**config.mk**
```make
export PLATFORM = sky130hd
export DESIGN_NAME = customized_round_to_single
export DESIGN_NICKNAME = d
export VERILOG_FILES = /design/src/rtl/customized_round_to_single.sv
export SDC_FILE = /design/constraint.sdc
export NUM_CORES = 1
export LEC_CHECK = 0
export CAP_MARGIN = 5
export CORE_AREA = 2 2 106 108
export CTS_CLUSTER_DIAMETER = 30
export DETAILED_ROUTE_END_ITERATION = 10
export DIE_AREA = 0 0 108 110
export PLACE_DENSITY = 0.72
export SLEW_MARGIN = 10
export SYNTH_ARGS = -nofsm -noshare
export SYNTH_HDL_FRONTEND = slang
export SYNTH_SLANG_ARGS = --single-unit
```
**constraint.sdc**
```tcl
create_clock -name clk -period 4.59 [get_ports clk]
set_input_delay 1.377 -clock clk [delete_from_list [all_inputs] [get_ports clk]]
set_output_delay 1.377 -clock clk [all_outputs]
set_load 0.01 [all_outputs]
```
**src/rtl/customized_round_to_single.sv**
```systemverilog
// customized_round_to_single
// Two-stage rounding pipeline: converts the wide-mantissa multiplier product
// {sign, exp[7:0], mantissa[montissa_len_in-1:0]} to IEEE-754 single precision
// with round-to-nearest-even. Stage 1 splits the mantissa into kept/guard/sticky
// fields and decides the rounding increment; stage 2 applies the increment,
// resolves special cases and holds the result under backpressure.
module customized_round_to_single #(
    parameter int montissa_len_in = 47,
    parameter int CNT_W           = 16
) (
    input  logic                       clk,
    input  logic                       rst,
    input  logic                       in_valid,
    output logic                       in_ready,
    input  logic [montissa_len_in+8:0] in_data,
    output logic                       out_valid,
    input  logic                       out_ready,
    output logic [31:0]                out_data,
    output logic                       out_inexact,
    output logic                       out_overflow,
    output logic [CNT_W-1:0]           inexact_cnt,
    input  logic                       cnt_clr
);

    localparam int M = montissa_len_in;

    // Round-to-nearest-even increment: round up above half, or on an exact tie
    // when the kept LSB is odd.
    function automatic logic rne_up(input logic guard, input logic sticky, input logic lsb);
        return guard & (sticky | lsb);
    endfunction

    // ------------------------------------------------------------------
    // Input field extraction
    // ------------------------------------------------------------------
    logic          in_sign_s;
    logic [7:0]    in_exp_s;
    logic [M-1:0]  in_man_s;
    logic [22:0]   in_t_s;
    logic          in_g_s;
    logic          in_sticky_s;

    assign in_sign_s = in_data[M+8];
    assign in_exp_s  = in_data[M+7:M];
    assign in_man_s  = in_data[M-1:0];
    assign in_t_s    = in_man_s[M-1:M-23];
    assign in_g_s    = in_man_s[M-24];

    // With a 24-bit mantissa there are no bits below the guard bit.
    generate
        if (M > 24) begin : g_sticky
            assign in_sticky_s = |in_man_s[M-25:0];
        end else begin : g_no_sticky
            assign in_sticky_s = 1'b0;
        end
    endgenerate

    // ------------------------------------------------------------------
    // Flow control
    // ------------------------------------------------------------------
    logic s1_valid_q, s1_valid_d;
    logic s2_valid_q, s2_valid_d;
    logic s2_load_s;
    logic s1_adv_s;

    assign s2_load_s = ~s2_valid_q | out_ready;
    assign s1_adv_s  = ~s1_valid_q | s2_load_s;
    // Held low while reset is asserted so no word is offered into a clearing pipe.
    assign in_ready  = ~rst & s1_adv_s;

    // ------------------------------------------------------------------
    // Stage 1 registers
    // ------------------------------------------------------------------
    logic        s1_sign_q, s1_sign_d;
    logic [7:0]  s1_exp_q,  s1_exp_d;
    logic [22:0] s1_t_q,    s1_t_d;
    logic        s1_g_q,    s1_g_d;
    logic        s1_s_q,    s1_s_d;
    logic        s1_zero_q, s1_zero_d;
    logic        s1_inf_q,  s1_inf_d;
    logic        s1_rnd_q,  s1_rnd_d;

    // Stage 1 next state: capture the split fields on an input handshake.
    always_comb begin
        s1_valid_d = s1_valid_q;
        s1_sign_d  = s1_sign_q;
        s1_exp_d   = s1_exp_q;
        s1_t_d     = s1_t_q;
        s1_g_d     = s1_g_q;
        s1_s_d     = s1_s_q;
        s1_zero_d  = s1_zero_q;
        s1_inf_d   = s1_inf_q;
        s1_rnd_d   = s1_rnd_q;
        if (s1_adv_s) begin
            s1_valid_d = in_valid;
            if (in_valid) begin
                s1_sign_d = in_sign_s;
                s1_exp_d  = in_exp_s;
                s1_t_d    = in_t_s;
                s1_g_d    = in_g_s;
                s1_s_d    = in_sticky_s;
                s1_zero_d = (in_exp_s == 8'd0);
                s1_inf_d  = (in_exp_s == 8'hFF);
                s1_rnd_d  = rne_up(in_g_s, in_sticky_s, in_t_s[0]);
            end else begin
                s1_sign_d = s1_sign_q;
            end
        end else begin
            s1_valid_d = s1_valid_q;
        end
    end

    // ------------------------------------------------------------------
    // Stage 2: apply rounding and special cases
    // ------------------------------------------------------------------
    logic [23:0] sum_s;
    logic        carry_s;
    logic [22:0] man_s;
    logic [7:0]  exp_inc_s;
    logic        nz_s;
    logic [22:0] nan_man_s;
    logic [31:0] res_data_s;
    logic        res_inexact_s;
    logic        res_overflow_s;

    assign sum_s     = {1'b0, s1_t_q} + {23'd0, s1_rnd_q};
    assign carry_s   = sum_s[23];
    assign man_s     = carry_s ? 23'd0 : sum_s[22:0];
    // Only reached with exp <= 254, so the increment cannot wrap.
    assign exp_inc_s = s1_exp_q + {7'd0, carry_s};
    assign nz_s      = (|s1_t_q) | s1_g_q | s1_s_q;
    // A NaN whose payload lives entirely below the kept bits must stay a NaN.
    assign nan_man_s = ((s1_t_q == 23'd0) && nz_s) ? 23'h400000 : s1_t_q;

    // Result selection in priority order: zero/flush, inf/NaN, overflow, normal.
    always_comb begin
        res_data_s     = 32'd0;
        res_inexact_s  = 1'b0;
        res_overflow_s = 1'b0;
        if (s1_zero_q) begin
            res_data_s    = {s1_sign_q, 31'd0};
            res_inexact_s = nz_s;
        end else if (s1_inf_q) begin
            res_data_s = {s1_sign_q, 8'hFF, nan_man_s};
        end else if (exp_inc_s == 8'hFF) begin
            res_data_s     = {s1_sign_q, 8'hFF, 23'd0};
            res_inexact_s  = 1'b1;
            res_overflow_s = 1'b1;
        end else begin
            res_data_s    = {s1_sign_q, exp_inc_s, man_s};
            res_inexact_s = s1_g_q | s1_s_q;
        end
    end

    logic [31:0] out_data_q,     out_data_d;
    logic        out_inexact_q,  out_inexact_d;
    logic        out_overflow_q, out_overflow_d;

    // Stage 2 next state: load from stage 1 when empty or being drained, else hold.
    always_comb begin
        s2_valid_d     = s2_valid_q;
        out_data_d     = out_data_q;
        out_inexact_d  = out_inexact_q;
        out_overflow_d = out_overflow_q;
        if (s2_load_s) begin
            s2_valid_d = s1_valid_q;
            if (s1_valid_q) begin
                out_data_d     = res_data_s;
                out_inexact_d  = res_inexact_s;
                out_overflow_d = res_overflow_s;
            end else begin
                out_data_d = out_data_q;
            end
        end else begin
            s2_valid_d = s2_valid_q;
        end
    end

    // ------------------------------------------------------------------
    // Inexact counter
    // ------------------------------------------------------------------
    logic [CNT_W-1:0] inexact_cnt_q, inexact_cnt_d;

    // Saturating count of delivered inexact results; clear wins over a handshake.
    always_comb begin
        inexact_cnt_d = inexact_cnt_q;
        if (cnt_clr) begin
            inexact_cnt_d = {CNT_W{1'b0}};
        end else if (s2_valid_q && out_ready && out_inexact_q &&
                     (inexact_cnt_q != {CNT_W{1'b1}})) begin
            inexact_cnt_d = inexact_cnt_q + {{(CNT_W-1){1'b0}}, 1'b1};
        end else begin
            inexact_cnt_d = inexact_cnt_q;
        end
    end

    // Pipeline and counter registers; reset discards any in-flight words.
    always_ff @(posedge clk or posedge rst) begin
        if (rst) begin
            s1_valid_q     <= 1'b0;
            s1_sign_q      <= 1'b0;
            s1_exp_q       <= 8'd0;
            s1_t_q         <= 23'd0;
            s1_g_q         <= 1'b0;
            s1_s_q         <= 1'b0;
            s1_zero_q      <= 1'b0;
            s1_inf_q       <= 1'b0;
            s1_rnd_q       <= 1'b0;
            s2_valid_q     <= 1'b0;
            out_data_q     <= 32'd0;
            out_inexact_q  <= 1'b0;
            out_overflow_q <= 1'b0;
            inexact_cnt_q  <= {CNT_W{1'b0}};
        end else begin
            s1_valid_q     <= s1_valid_d;
            s1_sign_q      <= s1_sign_d;
            s1_exp_q       <= s1_exp_d;
            s1_t_q         <= s1_t_d;
            s1_g_q         <= s1_g_d;
            s1_s_q         <= s1_s_d;
            s1_zero_q      <= s1_zero_d;
            s1_inf_q       <= s1_inf_d;
            s1_rnd_q       <= s1_rnd_d;
            s2_valid_q     <= s2_valid_d;
            out_data_q     <= out_data_d;
            out_inexact_q  <= out_inexact_d;
            out_overflow_q <= out_overflow_d;
            inexact_cnt_q  <= inexact_cnt_d;
        end
    end

    assign out_valid    = s2_valid_q;
    assign out_data     = out_data_q;
    assign out_inexact  = out_inexact_q;
    assign out_overflow = out_overflow_q;
    assign inexact_cnt  = inexact_cnt_q;

endmodule
```
-- Word-level counts from Yosys, hierarchy flattened
Cells that the tools add are included.
Widths: inputs -> output; s select.
- bits in latches: 0
- memory bits (read-only): 0
- word-level logic and storage cells: 55
- flip-flop bits (word level): 89
- memory bits (writable): 0
- input port bits: 61
- memories: 0
- multiplexer cells: 13
- multiply operators: 0
- $add $sub $neg: 3
- bitwise operators: 11
- order comparisons: 0
- eq/ne operators: 3
- shifts and indexed selects: 0
- divide/modulo/power cells: 0
- reductions and logical operators: 11
- operator list (operator ; number):
    $mux 31 ; 3
    $mux 23 ; 2
    $reduce_or 23->1 ; 2
    $mux 16 ; 2
    $add 23x1->24 ; 1
    $logic_not 23->1 ; 1
    $add 16x1->16 const B ; 1
    $eq 8x8->1 const B ; 2
    $ne 16x16->1 const B ; 1
    $add 8x1->8 ; 1
    $logic_not 8->1 ; 1
    $mux 1 ; 6
    $or 1x1->1 ; 6
    $logic_and 1x1->1 ; 4
    $reduce_and 2->1 ; 2
    $not 1->1 ; 3
    $and 1x1->1 ; 2
    $reduce_bool 2->1 ; 1

-- Logic depth before layout (Yosys ltp)
Gate-level depths: netlist (run 1).
- depth after elaboration: 7
- depth in mapped cells: 11
- gate-level depth less buffers: 11

-- Worst setup path before layout (run 1)
OpenSTA, ideal clock, no wires.
- path kind: input -> output
- start: input port out_ready
- end: output port in_ready
- arrival: 1.831 ns
- buffers on the path: 0
- stages: 2
- data required time: 3.213 ns
- path slack: 1.382 ns
- cells stage by stage: and2b_2 a21oi_1
- cells in the longest elaborated chain, start to end: 3
- RTL lines (element ; RTL line ; RTL):
    start, declared ; 17 ; input logic out_ready,
    $or 1x1->1 ; 66 ; assign s2_load_s = ~s2_valid_q | out_ready;
    $or 1x1->1 ; 67 ; assign s1_adv_s = ~s1_valid_q | s2_load_s;
    $and 1x1->1 ; 69 ; assign in_ready = ~rst & s1_adv_s;
    end, declared ; 14 ; output logic in_ready,
Every way passes these cells.

-- Worst setup path after layout (run 1)
Ends and elaborated chain as after synthesis.

==> metrics.json, run 1 <==
{
  "ir_worst_vdd_v": 0.000138,
  "synthesis.area_per_instance_um2": 10.1,
  "share_of_total_power_in_the_clock_network_pct": 25.6,
  "met2_length_um": 5580,
  "synth_top_flop_cell": "dfrtp_1",
  "hold_class": "reg -> reg",
  "synth_area_um2": 4720,
  "netlist.area_leader.share_pct": 47.2,
  "clock_period_minus_final_worst_setup_slack_ps": 4210,
  "clock_path_buffers": 2,
  "seq_area_frac_synth_pct": 47.2,
  "placed_cells": 704,
  "fp.dieH_um": 110,
  "cts_post_setup_buffers_inserted": 0,
  "synth_top_cells_by_area": "dfrtp_1 47%, mux2_2 8.1%, nand2_1 4.4%",
  "worst_path_dominant_cell_family": "buffers and inverters",
  "leakage_nw": 2.39,
  "slew-limit-headroom_pct": 30.0,
  "cp_cell_sequence": "clkdlybuf4s50_1, and2b_2, a21oi_1, clkdlybuf4s50_1",
  "antenna-diode-count": 0,
  "r2r_setup_slack_ps": 1060,
  "switchingPower_uw": 606,
  "post_drt_wl_per_cell_um": 16.2,
  "crit_buf_inv": 2,
  "pin_count_of_the_biggest_net_entering_global_routing": 63,
  "drv_cap": 0,
  "rows": 38,
  "tritoncts": "done",
  "worst-endpoint-required_ps": 3210,
  "synth-async-reset-ratio_pct": 100,
  "postRouteAntennaNets": 0,
  "maxSlewViolCount": 0,
  "setup.worst_path.class": "in -> out",
  "floorplan.core_area_um2": 10700,
  "width_of_the_die_um": 108,
  "finalCritPeriodShare_pct": 91.8,
  "yosysUniqueCellTypes": 54,
  "worstSetupPathDepth": 4,
  "critical_path.max_stage_delay_ps": 550,
  "remaining_drc_errors": 0,
  "synth.net_count": 533,
  "cts-buffers-inserted": 9,
  "synth-edff-count": 0,
  "postRouteWirelength_um": 11600,
  "n_fill_cell": 974,
  "worst_setup_path_endpoint": "in_ready",
  "timing.rr.start": "s1_t_q[2]",
  "finalSetupViolations": 0,
  "cts_sinks": 89,
  "antenna_found_initial": 0,
  "power.switching_fraction_pct": 29.7,
  "cts_hold_buf": 0,
  "arrival_ps": 2840,
  "design_power_total_mw": 2.04,
  "worstMarginPinSlew_ps": 1050,
  "crit-reg2reg-capture": "out_data[18]",
  "first_pass_grt_wire_length_um": 19600,
  "maxUsedRoutingLayer": "met4",
  "instances_no_fill": 720,
  "final_net_count": 641,
  "worst_clock_skew_ps": 14.1,
  "startpoint_class": "input port",
  "die_area_um2": 11900,
  "clkSlewWorstSetupHoldPaths_ps": 70,
  "synth_cells": 467,
  "timing.critical_path.mode_cell": "clkdlybuf4s50_1",
  "p_per_area_nw_per_um2": 334,
  "run_status": "complete, no violations",
  "combinationalPowerShare_pct": 24.3,
  "worstSkewPairLatency_ps": 370,
  "detail_route.first_pass.iterations": 5,
  "fmaxAchievable_ghz": 0.237,
  "setup_repair_after_global_routing_missed_its_margin": "false",
  "cts_htree_levels": 3,
  "initial_util_pct": 44.1,
  "gr_ovfl_total": 0,
  "worst_setup_path_startpoint": "out_ready",
  "ys_warn_count": 0,
  "top_level_ports": 113,
  "place.detailed.hpwl_um": 8410,
  "critPathMaxFanout": 5,
  "worst_r2r_path_depth": 11,
  "finalWeightedCongestion": 0.801,
  "mostFrequentLayoutCell": "clkdlybuf4s50_1",
  "timing_hold_violations_final": 0,
  "end_kind": "output port",
  "route.met3.wl_um": 708,
  "totalNegativeSetupSlack_ps": 0,
  "track_usage_pct": 21.0,
  "number_of_global_route_vias_before_repair": 4001,
  "detail_route.iter0.violations": 211,
  "ctsRootBufferMaster": "clkbuf_8",
  "number_of_i_o_port_buffers": 112,
  "whs_path_depth": 2,
  "postSynthRegisterBits": 89,
  "final_cell_mix": "112 x clkdlybuf4s50_1, 89 x dfrtp_1, 55 x nand2_1",
  "cts_resized": 0,
  "post_route_cells_drive_above_1_share_pct": 12.8,
  "syn2layout_area_growth_pct": 29.8,
  "seq_power_share_pct": 50.1,
  "via_per_inst": 5.73,
  "netlist.top_cell.by_area": "dfrtp_1",
  "dr_total_vias": 4129,
  "crit_slowest_cell": "clkdlybuf4s50_1",
  "cell_internal_power_dissipation_mw": 1.44,
  "met1Wirelength_um": 5170
}
-- worst reg2reg max path: stages (launching register included) --
cell and delay [ps]:
dfrtp_1 530, nand4_2 200, nor4b_4 470, and4_2 330
ha_1 210, ha_1 200, xnor2_1 180, nor3_1 100
buf_4 170, a22oi_1 440, nand2_1 270, o311ai_1 330
-- metrics by stage --
| stage | hold slack (ps) | utilization [%] | setup WS (ps) | cell area (µm²) |
|---|---|---|---|---|
| floorplan | 433 | - | 906 | 4720 |
| global placement | 444 | 55.4 | 399 | 5930 |
| detailed placement | 463 | 55.4 | 388 | 5930 |
| CTS | 480 | 57.2 | 382 | 6120 |
| global route | 500 | 57.2 | 311 | 6120 |
| finish | 474 | 57.2 | 377 | 6120 |
-- worst min-delay path by stage --
stage,from,to
finish,s1_sign_q,out_data[31]
global route,out_data[30],out_data[30]
detailed placement,s1_sign_q,out_data[31]
global placement,s1_sign_q,out_data[31]
CTS,s1_sign_q,out_data[31]
floorplan,s1_sign_q,out_data[31]
-- state kept, by name, summed over array words and instances (netlist names) --
register	flops
out_data	32
s1_t_q	23
inexact_cnt	16
s1_exp_q	8
out_inexact	1
out_overflow	1
out_valid	1
s1_g_q	1
s1_inf_q	1
s1_rnd_q	1
s1_s_q	1
s1_sign_q	1
s1_valid_q	1
s1_zero_q	1
-- power groups by stage --
stage / combinational [mW] / clock [mW] / sequential, mW
after floorplan: 0.242 / 0 / 1.03
after global placement: 0.490 / 0 / 1.03
after detailed placement: 0.503 / 0 / 1.04
after CTS: 0.505 / 0.534 / 1.02
after global routing: 0.548 / 0.569 / 1.04
final: 0.497 / 0.523 / 1.03
-- Yosys cell counts, drive strengths merged, types with 3 or more instances --
master and instances:
xnor2 17, a21o 7, a21oi 18, a32oi 8, and4 7, o21ai 20
buf 10, xor2 6, clkbuf 12, nand2 55, nor3 16, nor2 37
a22oi 5, nand4 20, and3 5, o211ai 3, nor4 19, or4 6
ha 5, o31ai 10, dfrtp 89, nand3 21, a31oi 3, mux2 34
mux2i 6, inv 5, a211oi 6
-- metal layers --
metal	track usage, %	vias up
li1	-	1950
met1	28.4	2009
met2	34.2	157
met3	3.47	13
met4	7.88	0
met5	0	-
-- cell type report --
class                           count  area, µm²  share of cell area, %
Clock inverter                      1       7.51                  0.123
Tap cell                          140        175                   2.86
Timing Repair Buffer              120       1180                   19.3
Clock buffer                       15        186                   3.04
Inverter                            6       23.8                  0.388
Multi-Input combinational cell    349       2320                   37.9
Sequential cell                    89       2230                   36.4
-- cells by family (layout without fill, tap and decap cells) --
logic type / Yosys count / count (layout) / synth area share (%)
AND/OR/NAND/NOR: 197 / 197 / 22.2
flip-flops: 89 / 89 / 47.2
AO/OA/AOI/OAI: 84 / 84 / 11.8
multiplexers: 40 / 40 / 9.39
buffers and inverters: 29 / 142 / 3.63
XOR/XNOR: 23 / 23 / 4.43
adder cells (fa/ha/maj): 5 / 5 / 1.33
Note: power is estimated with default switching activity, not from simulation.
==> inputs of run 2 (changes only) <==
--- a/config.mk
+++ b/config.mk
@@ -11,7 +11,7 @@
 export DETAILED_ROUTE_END_ITERATION = 10
 export DIE_AREA = 0 0 108 110
 export PLACE_DENSITY = 0.72
-export SLEW_MARGIN = 10
+export SLEW_MARGIN = 20
 export SYNTH_ARGS = -nofsm -noshare
 export SYNTH_HDL_FRONTEND = slang
 export SYNTH_SLANG_ARGS = --single-unit
==> metrics.json, run 2 (synthesis results as in run 1) <==
{
  "run_status": "complete, no violations",
  "instances_no_fill": 720,
  "worstSkewPairLatency_ps": 370,
  "width_of_the_die_um": 108,
  "track_usage_pct": 21.0,
  "worst_path_dominant_cell_family": "buffers and inverters",
  "timing.critical_path.mode_cell": "clkdlybuf4s50_1",
  "detail_route.first_pass.iterations": 5,
  "timing.hold.worst_endpoint": "out_data[31]",
  "number_of_i_o_port_buffers": 112,
  "cp_cell_sequence": "clkdlybuf4s50_1, and2b_2, a21oi_1, clkdlybuf4s50_1",
  "cts_hold_buf": 0,
  "die_area_um2": 11900,
  "postRouteAntennaNets": 0,
  "post_route_cells_drive_above_1_share_pct": 12.8,
  "setup_repair_after_global_routing_missed_its_margin": "false",
  "hold_class": "reg -> reg",
  "cts_resized": 0,
  "syn2layout_area_growth_pct": 29.9,
  "cts_htree_levels": 3,
  "timing_hold_violations_final": 0,
  "floorplan.core_area_um2": 10700,
  "ir_worst_vdd_v": 0.000138,
  "slew-limit-headroom_pct": 40.7,
  "drv_cap": 0,
  "place.detailed.hpwl_um": 8410,
  "finalInstanceArea_um2": 6120,
  "finalWeightedCongestion": 0.801,
  "timing.rr.start": "s1_t_q[2]",
  "fp.dieH_um": 110,
  "final_cell_mix": "112 x clkdlybuf4s50_1, 89 x dfrtp_1, 55 x nand2_1",
  "fmaxAchievable_ghz": 0.237,
  "leakage_nw": 2.39,
  "worstMarginPinSlew_ps": 882,
  "whs_path_depth": 2,
  "crit-reg2reg-capture": "out_data[18]",
  "finalSetupViolations": 0,
  "worst_clock_skew_ps": 14.1,
  "ctsRootBufferMaster": "clkbuf_8",
  "pin_count_of_the_biggest_net_entering_global_routing": 63,
  "p_per_area_nw_per_um2": 334,
  "crit_buf_inv": 2,
  "tritoncts": "done",
  "worst_r2r_path_depth": 11,
  "cts_sinks": 89,
  "worst-endpoint-required_ps": 3210,
  "r2r_setup_slack_ps": 1060,
  "placed_cells": 704,
  "worst_hold_startpoint": "s1_sign_q",
  "arrival_ps": 2840,
  "initial_util_pct": 44.1,
  "remaining_drc_errors": 0,
  "clock_path_buffers": 2,
  "dr_total_vias": 4131,
  "flip_flop_count_of_the_largest_register_all_copies_and_words_added": 32,
  "mostFrequentLayoutCell": "clkdlybuf4s50_1",
  "post_dp_cell_area_um2": 5930,
  "clkSlewWorstSetupHoldPaths_ps": 70,
  "detail_route.iter0.violations": 211,
  "worstSetupPathDepth": 4,
  "via_per_inst": 5.74,
  "cts_post_setup_buffers_inserted": 0,
  "crit_slowest_cell": "clkdlybuf4s50_1",
  "gr_ovfl_total": 0,
  "finalCritPeriodShare_pct": 91.8,
  "top_level_ports": 113,
  "postRouteWirelength_um": 11600,
  "totalNegativeSetupSlack_ps": 0,
  "antenna-diode-count": 0,
  "maxSlewViolCount": 0,
  "number_of_global_route_vias_before_repair": 4001,
  "finish.utilization_pct": 57.3,
  "setup.worst_path.class": "in -> out",
  "first_pass_grt_wire_length_um": 19600,
  "critPathMaxFanout": 5,
  "clock_period_minus_final_worst_setup_slack_ps": 4220,
  "antenna_found_initial": 0,
  "final_net_count": 641,
  "startpoint_class": "input port",
  "cts-buffers-inserted": 9,
  "critical_path.max_stage_delay_ps": 550,
  "post_drt_wl_per_cell_um": 16.2,
  "end_kind": "output port",
  "rows": 38
}
run 2: through the flow:
step | total power [mW] | hold WS [ps] | setup WS [ps]
global placement | 1.52 | 444 | 399
floorplan | 1.27 | 433 | 906
finish | 2.04 | 474 | 375
global route | 2.16 | 500 | 309
detailed placement | 1.54 | 463 | 388
CTS | 2.06 | 480 | 382
run 2: cell type report:
type                       instances  area (µm²)
clock buffer                      15         186
timing repair buffer             120        1180
multi-input combinational        349        2320
sequential                        89        2230
inverter                           6        25.0
clock inverter                     1        7.51
tap                              140         175
fill                             973        4570
run 2: report_power, final:
part	internal, mW	total [mW]	switching (mW)
Combinational	0.284	0.497	0.213
Sequential	0.898	1.03	0.127
Clock	0.257	0.523	0.266
run 2: how the worst max path moves through the flow:
stage | startpoint | to
after floorplan | rst | inexact_cnt[0]
after global placement | out_ready | in_ready
after detailed placement | out_ready | in_ready
after CTS | out_ready | in_ready
after global routing | out_ready | in_ready
final | out_ready | in_ready
run 2: worst reg2reg max path: stages (launching register included):
cell and delay [ps]:
dfrtp_1 530, nand4_2 200, nor4b_4 470, and4_2 330
ha_1 210, ha_1 200, xnor2_1 180, nor3_1 100
buf_4 170, a22oi_1 440, nand2_1 270, o311ai_1 330
run 2: per-layer routing:
metal / share of wire [%] / wire length (µm) / up-vias / track usage [%]
li1: - / - / 1950 / -
met1: 44 / 5170 / 2011 / 28.4
met2: 48 / 5580 / 157 / 34.2
met3: 6.1 / 708 / 13 / 3.47
met4: 1.6 / 187 / 0 / 7.88
met5: 0 / 0 / - / 0
